<file path="src/rtl/cmp_pkg.sv">
// Shared definitions for the magnitude comparator family: FSM states and
// the one-hot eq/gt/lt result encoding.
package cmp_pkg;

   typedef enum logic {
      IDLE = 1'b0,
      RUN  = 1'b1
   } state_e;

   typedef struct packed {
      logic eq;
      logic gt;
      logic lt;
   } cmp_res_t;

   localparam cmp_res_t RES_NONE = 3'b000;
   localparam cmp_res_t RES_EQ   = 3'b100;
   localparam cmp_res_t RES_GT   = 3'b010;
   localparam cmp_res_t RES_LT   = 3'b001;

   // Packs the ordering outputs of a 1-bit cell into a result word.
   function automatic cmp_res_t cell_order(input logic gt, input logic lt);
      cmp_res_t r;
      r    = RES_NONE;
      r.gt = gt;
      r.lt = lt;
      return r;
   endfunction

endpackage

</file>
<file path="src/rtl/comparator_1bit.sv">
// Single-bit magnitude cell: exactly one of eq/gt/lt is high for any input.
module comparator_1bit (
   input  logic a,
   input  logic b,
   output logic eq,
   output logic gt,
   output logic lt
);

   assign eq = ~(a ^ b);
   assign gt = a & ~b;
   assign lt = ~a & b;

endmodule

</file>
<file path="src/rtl/serial_magnitude_comparator.sv">
// MSB-first bit-serial unsigned comparator. One bit per clock through a
// shared 1-bit cell, exiting at the first differing bit.
module serial_magnitude_comparator
   import cmp_pkg::*;
#(
   parameter int unsigned WIDTH = 8
) (
   input  logic             clk,
   input  logic             rst,
   input  logic             start,
   input  logic [WIDTH-1:0] a,
   input  logic [WIDTH-1:0] b,
   output logic             busy,
   output logic             done,
   output logic             eq,
   output logic             gt,
   output logic             lt
);

   localparam int unsigned    IDX_W   = (WIDTH > 1) ? $clog2(WIDTH) : 1;
   localparam logic [IDX_W-1:0] IDX_MSB = IDX_W'(WIDTH - 1);

   state_e           state_q, state_d;
   logic [IDX_W-1:0] idx_q,   idx_d;
   logic [WIDTH-1:0] a_q,     a_d;
   logic [WIDTH-1:0] b_q,     b_d;
   cmp_res_t         res_q,   res_d;
   logic             busy_q,  busy_d;
   logic             done_q,  done_d;

   logic cell_eq, cell_gt, cell_lt;

   comparator_1bit u_cell (
      .a  (a_q[idx_q]),
      .b  (b_q[idx_q]),
      .eq (cell_eq),
      .gt (cell_gt),
      .lt (cell_lt)
   );

   always_ff @(posedge clk) begin
      if (rst) begin
         state_q <= IDLE;
         idx_q   <= '0;
         a_q     <= '0;
         b_q     <= '0;
         res_q   <= RES_NONE;
         busy_q  <= 1'b0;
         done_q  <= 1'b0;
      end else begin
         state_q <= state_d;
         idx_q   <= idx_d;
         a_q     <= a_d;
         b_q     <= b_d;
         res_q   <= res_d;
         busy_q  <= busy_d;
         done_q  <= done_d;
      end
   end

   // Next-state: accept in IDLE, walk down from the MSB in RUN.
   always_comb begin
      state_d = state_q;
      idx_d   = idx_q;
      a_d     = a_q;
      b_d     = b_q;
      res_d   = res_q;
      busy_d  = 1'b0;
      done_d  = 1'b0;

      case (state_q)
         IDLE: begin
            if (start) begin
               a_d     = a;
               b_d     = b;
               idx_d   = IDX_MSB;
               res_d   = RES_NONE;
               busy_d  = 1'b1;
               state_d = RUN;
            end
         end
         RUN: begin
            if (!cell_eq) begin
               res_d   = cell_order(cell_gt, cell_lt);
               done_d  = 1'b1;
               state_d = IDLE;
            end else if (idx_q == '0) begin
               res_d   = RES_EQ;
               done_d  = 1'b1;
               state_d = IDLE;
            end else begin
               idx_d  = idx_q - IDX_W'(1);
               busy_d = 1'b1;
            end
         end
         default: begin
            state_d = IDLE;
         end
      endcase
   end

   assign busy = busy_q;
   assign done = done_q;
   assign eq   = res_q.eq;
   assign gt   = res_q.gt;
   assign lt   = res_q.lt;

endmodule

</file>
<file path="config.mk">
export PLATFORM = sky130hd
export DESIGN_NAME = serial_magnitude_comparator
export DESIGN_NICKNAME = d
export VERILOG_FILES = /design/src/rtl/cmp_pkg.sv /design/src/rtl/comparator_1bit.sv /design/src/rtl/serial_magnitude_comparator.sv
export SDC_FILE = /design/constraint.sdc
export NUM_CORES = 1
export LEC_CHECK = 0
export ABC_AREA = 0
export BUFFER_PORTS_ARGS = -buffer_cell sky130_fd_sc_hd__buf_2
export CAP_MARGIN = 40
export CORE_ASPECT_RATIO = 2
export CORE_MARGIN = 1
export CORE_UTILIZATION = 34
export CTS_CLUSTER_SIZE = 28
export DETAILED_ROUTE_END_ITERATION = 6
export GPL_TIMING_DRIVEN = 0
export PLACE_DENSITY = 0.66
export SLEW_MARGIN = 5
export SYNTH_ARGS = -nofsm -noshare
export SYNTH_HDL_FRONTEND = slang
export SYNTH_SLANG_ARGS = --single-unit
export TNS_END_PERCENT = 50
</file>
<file path="constraint.sdc">
create_clock -name clk -period 3.53 [get_ports clk]
set_input_delay 0.1765 -clock clk [delete_from_list [all_inputs] [get_ports clk]]
set_output_delay 0.1765 -clock clk [all_outputs]
set_load 0.01 [all_outputs]
</file>
==> PnR_summary.wiki <==
{| class="wikitable"
! Metric !! Value
|-
| Status || finished, final reports clean
|-
| Cells resized by post-CTS repair || 0
|-
| TritonCTS clock tree || built
|-
| Final-layout setup total negative slack || 0 ns
|-
| Global-route wire length before repair || 3660 um
|-
| Number of antenna violations at the first check in global routing || 0
|-
| I/O Pins || 24
|-
| Proportion of register bits with asynchronous set or reset after synthesis || 0
|-
| Area of the mapped netlist || 1100 um^2
|-
| Number of max-slew violations in the final report || 0
|-
| HP Class || in2reg
|-
| Number of rows created at floorplan || 28
|-
| Most common flop cell mapped by yosys || sky130_fd_sc_hd__dfxtp_1
|-
| EDFF count, synth || 0
|-
| Worst relative slew slack || 0.678
|-
| Pin count of the biggest net entering global routing || 14
|-
| Vias in the first global route || 868
|-
| Drt pass-1 iters || 4
|-
| Count of buffers inserted at the top-level ports || 22
|-
| Setup clock skew after layout || 0.00147 ns
|-
| Share of the clock period used by the worst path || 0.677
|-
| Final min period || 2.39 ns
|-
| Number of failing setup endpoints in the final timing report || 0
|-
| Area share of the largest cell type after synthesis || 0.437
|-
| Reported leakage power || 0.545 nW
|-
| Required time of the worst setup path || 3.75 ns
|-
| Worst EP arrival || 2.61 ns
|-
| Storage cell area || 480 um^2
|-
| Maximum fanout encountered on the critical timing path || 7
|-
| Die H || 82.4 um
|-
| Clock latency of the later-clocked register in the worst-skew pair || 0.27 ns
|-
| RD Place Congestion || 0.760
|-
| Number of endpoints with negative hold slack in the final report || 0
|-
| RSZ-0062 raised after global routing || false
|-
| Antenna diodes || 0
|-
| Critical-path top delay cell || sky130_fd_sc_hd__mux4_2
|-
| CTS Sinks || 24
|-
| Pwr dens || 484 nW/um^2
|-
| Cells along the critical path || buf_6 -> mux4_2 -> mux2i_2 -> inv_2 -> ha_1 -> and2_1 -> clkbuf_1 -> a311oi_1 -> o31a_1
|-
| Starting density of the core || 0.365
|-
| Multi-input gate area || 547 um^2
|-
| # DRC || 0
|-
| Worst Path Class, Setup || reg2reg
|-
| Hold buffer count at CTS || 0
|-
| Sequential-to-total area share from yosys stat || 0.437
|-
| Summed area of non-filler cells in the final layout || 1300 um^2
|-
| Clock H-tree levels || 1
|-
| Clock tree root driver cell || sky130_fd_sc_hd__clkbuf_8
|-
| Antenna-violating nets left || 0
|-
| Critical Path Sink Type || flop
|-
| Max Freq || 0.419 GHz
|-
| Number of nets in the layout || 172
|-
| Vias per inst || 5.24
|-
| Max Cap Viol || 0
|-
| Crit start category || flop
|-
| Actual transition at the worst max-transition pin || 0.483 ns
|-
| Routed Wire Length || 2260 um
|-
| Filler Cell Count || 298
|-
| Via count || 933
|-
| Slowest stage delay, CP || 0.51 ns
|-
| Die X || 42.2 um
|-
| Routed WL per cell || 12.7 um
|-
| Syn_area_per_cell || 9.01 um^2
|-
| Final global-route overflow total || 0
|-
| Share of cells above drive strength 1 || 0.277
|-
| Die outline area || 3480 um^2
|-
| Maximum buffer depth of the clock tree || 2
|-
| Most common cell after layout, fill and taps aside || sky130_fd_sc_hd__nand2_1
|-
| Number of distinct library cells after synthesis || 25
|-
| Post-synthesis instance total || 122
|-
| Initial DRC count || 36
|-
| Global-route total usage across every layer || 0.140
|-
| VDD IR-drop max || 0.251 mV
|-
| Area growth from synthesis to layout || 18.4%
|-
| Buffer count from post-CTS setup fixing || 0
|-
| Leading area contributor after synthesis || sky130_fd_sc_hd__dfxtp_1
|-
| Std-Cell Core Area || 3010 um^2
|-
| Flop and latch count out of synthesis || 24
|-
| Number of buffers created by CTS || 3
|-
| Top post-synthesis cells by area || sky130_fd_sc_hd__dfxtp_1, sky130_fd_sc_hd__nand2_1, sky130_fd_sc_hd__a21oi_1, sky130_fd_sc_hd__mux4_2, sky130_fd_sc_hd__ha_1
|-
| Post-layout total power || 0.630 mW
|-
| Clk pin slew, worst setup/hold paths || 0.08 ns
|-
| Cell Area, Placed || 1250 um^2
|-
| Detailed placer's ending HPWL || 1780 um
|-
| Synthesized Nets || 145
|-
| Commonest non-fill, non-tap cells in the layout || sky130_fd_sc_hd__nand2_1, sky130_fd_sc_hd__buf_2, sky130_fd_sc_hd__dfxtp_1, sky130_fd_sc_hd__a21oi_1, sky130_fd_sc_hd__nand2b_1
|-
| Synth warnings || 0
|}
[metal layers]
metal / GRT usage / vias to the layer above / wire length, um
met4: 0.0656 / 0 / 44
li1: - / 459 / -
met5: 0 / - / 0
met3: 0.0283 / 5 / 83
met1: 0.131 / 447 / 834
met2: 0.278 / 22 / 1300
[power by group]
group,switching (mW),total [mW],internal (mW)
Combinational,0.0694,0.135,0.0658
Sequential,0.0145,0.306,0.292
Clock,0.0887,0.188,0.0996
Total,0.173,0.630,0.457
[worst paths after layout]
check,depth (start not counted),slack [ns],from,end
worst min-delay path,3,0.14,b[4],b_q[4]
worst max-delay path,9,1.14,idx_q[0],idx_q[2]
worst min register to register,2,0.46,b_q[6],b_q[6]
worst max register to register,9,1.14,idx_q[0],idx_q[2]
[state kept, by name, indices dropped and copies added (netlist names)]
signal,flops
done,1
b_q,8
idx_q,3
eq,1
lt,1
gt,1
busy,1
a_q,8
[kinds of logic (layout without fill, tap and decap cells)]
logic type,after synthesis,in the layout,share of synthesized area
multiplexers,8,8,0.125
adder cells (fa/ha/maj),4,4,0.0455
buffers and inverters,14,40,0.0660
AO/OA/AOI/OAI,26,26,0.139
AND/OR/NAND/NOR,46,46,0.188
flip-flops,24,24,0.437
[cell usage after synthesis (4+ instances only)]
cell,count
sky130_fd_sc_hd__nand2_1,32
sky130_fd_sc_hd__dfxtp_1,24
sky130_fd_sc_hd__a21oi_1,18
sky130_fd_sc_hd__nand2b_1,5
sky130_fd_sc_hd__buf_2,4
sky130_fd_sc_hd__clkbuf_1,4
sky130_fd_sc_hd__ha_1,4
sky130_fd_sc_hd__mux4_2,4
[worst max-delay path, delay by kind of cell, from the launching register on]
kind                       cells  cell delay, ns
AOI/OAI and AO/OA              2            0.49
muxes                          2            0.71
and+or+nand+nor                1            0.16
buffers and inverters          3            0.33
DFF                            1            0.33
adders and majority gates      1            0.30
[through the flow]
stage | setup WS [ns] | utilization | hold slack (ns) | std cells
after global routing | 0.984 | 0.432 | 0.147 | 178
after CTS | 1.11 | 0.432 | 0.143 | 178
after floorplan | 1.30 | - | 0.312 | 122
after detailed placement | 1.13 | 0.414 | 0.427 | 174
final | 1.14 | 0.432 | 0.141 | 178
after global placement | 1.17 | 0.414 | 0.419 | 174
[area by class of cell]
type                            count  share of cell area
Tap cell                           30              0.0288
Inverter                            4              0.0115
Buffer                             10              0.0442
Sequential cell                    24               0.369
Multi-Input combinational cell     84               0.420
Timing Repair Buffer               22              0.0845
Clock buffer                        4              0.0423
Power figures use the tool's default switching activity.
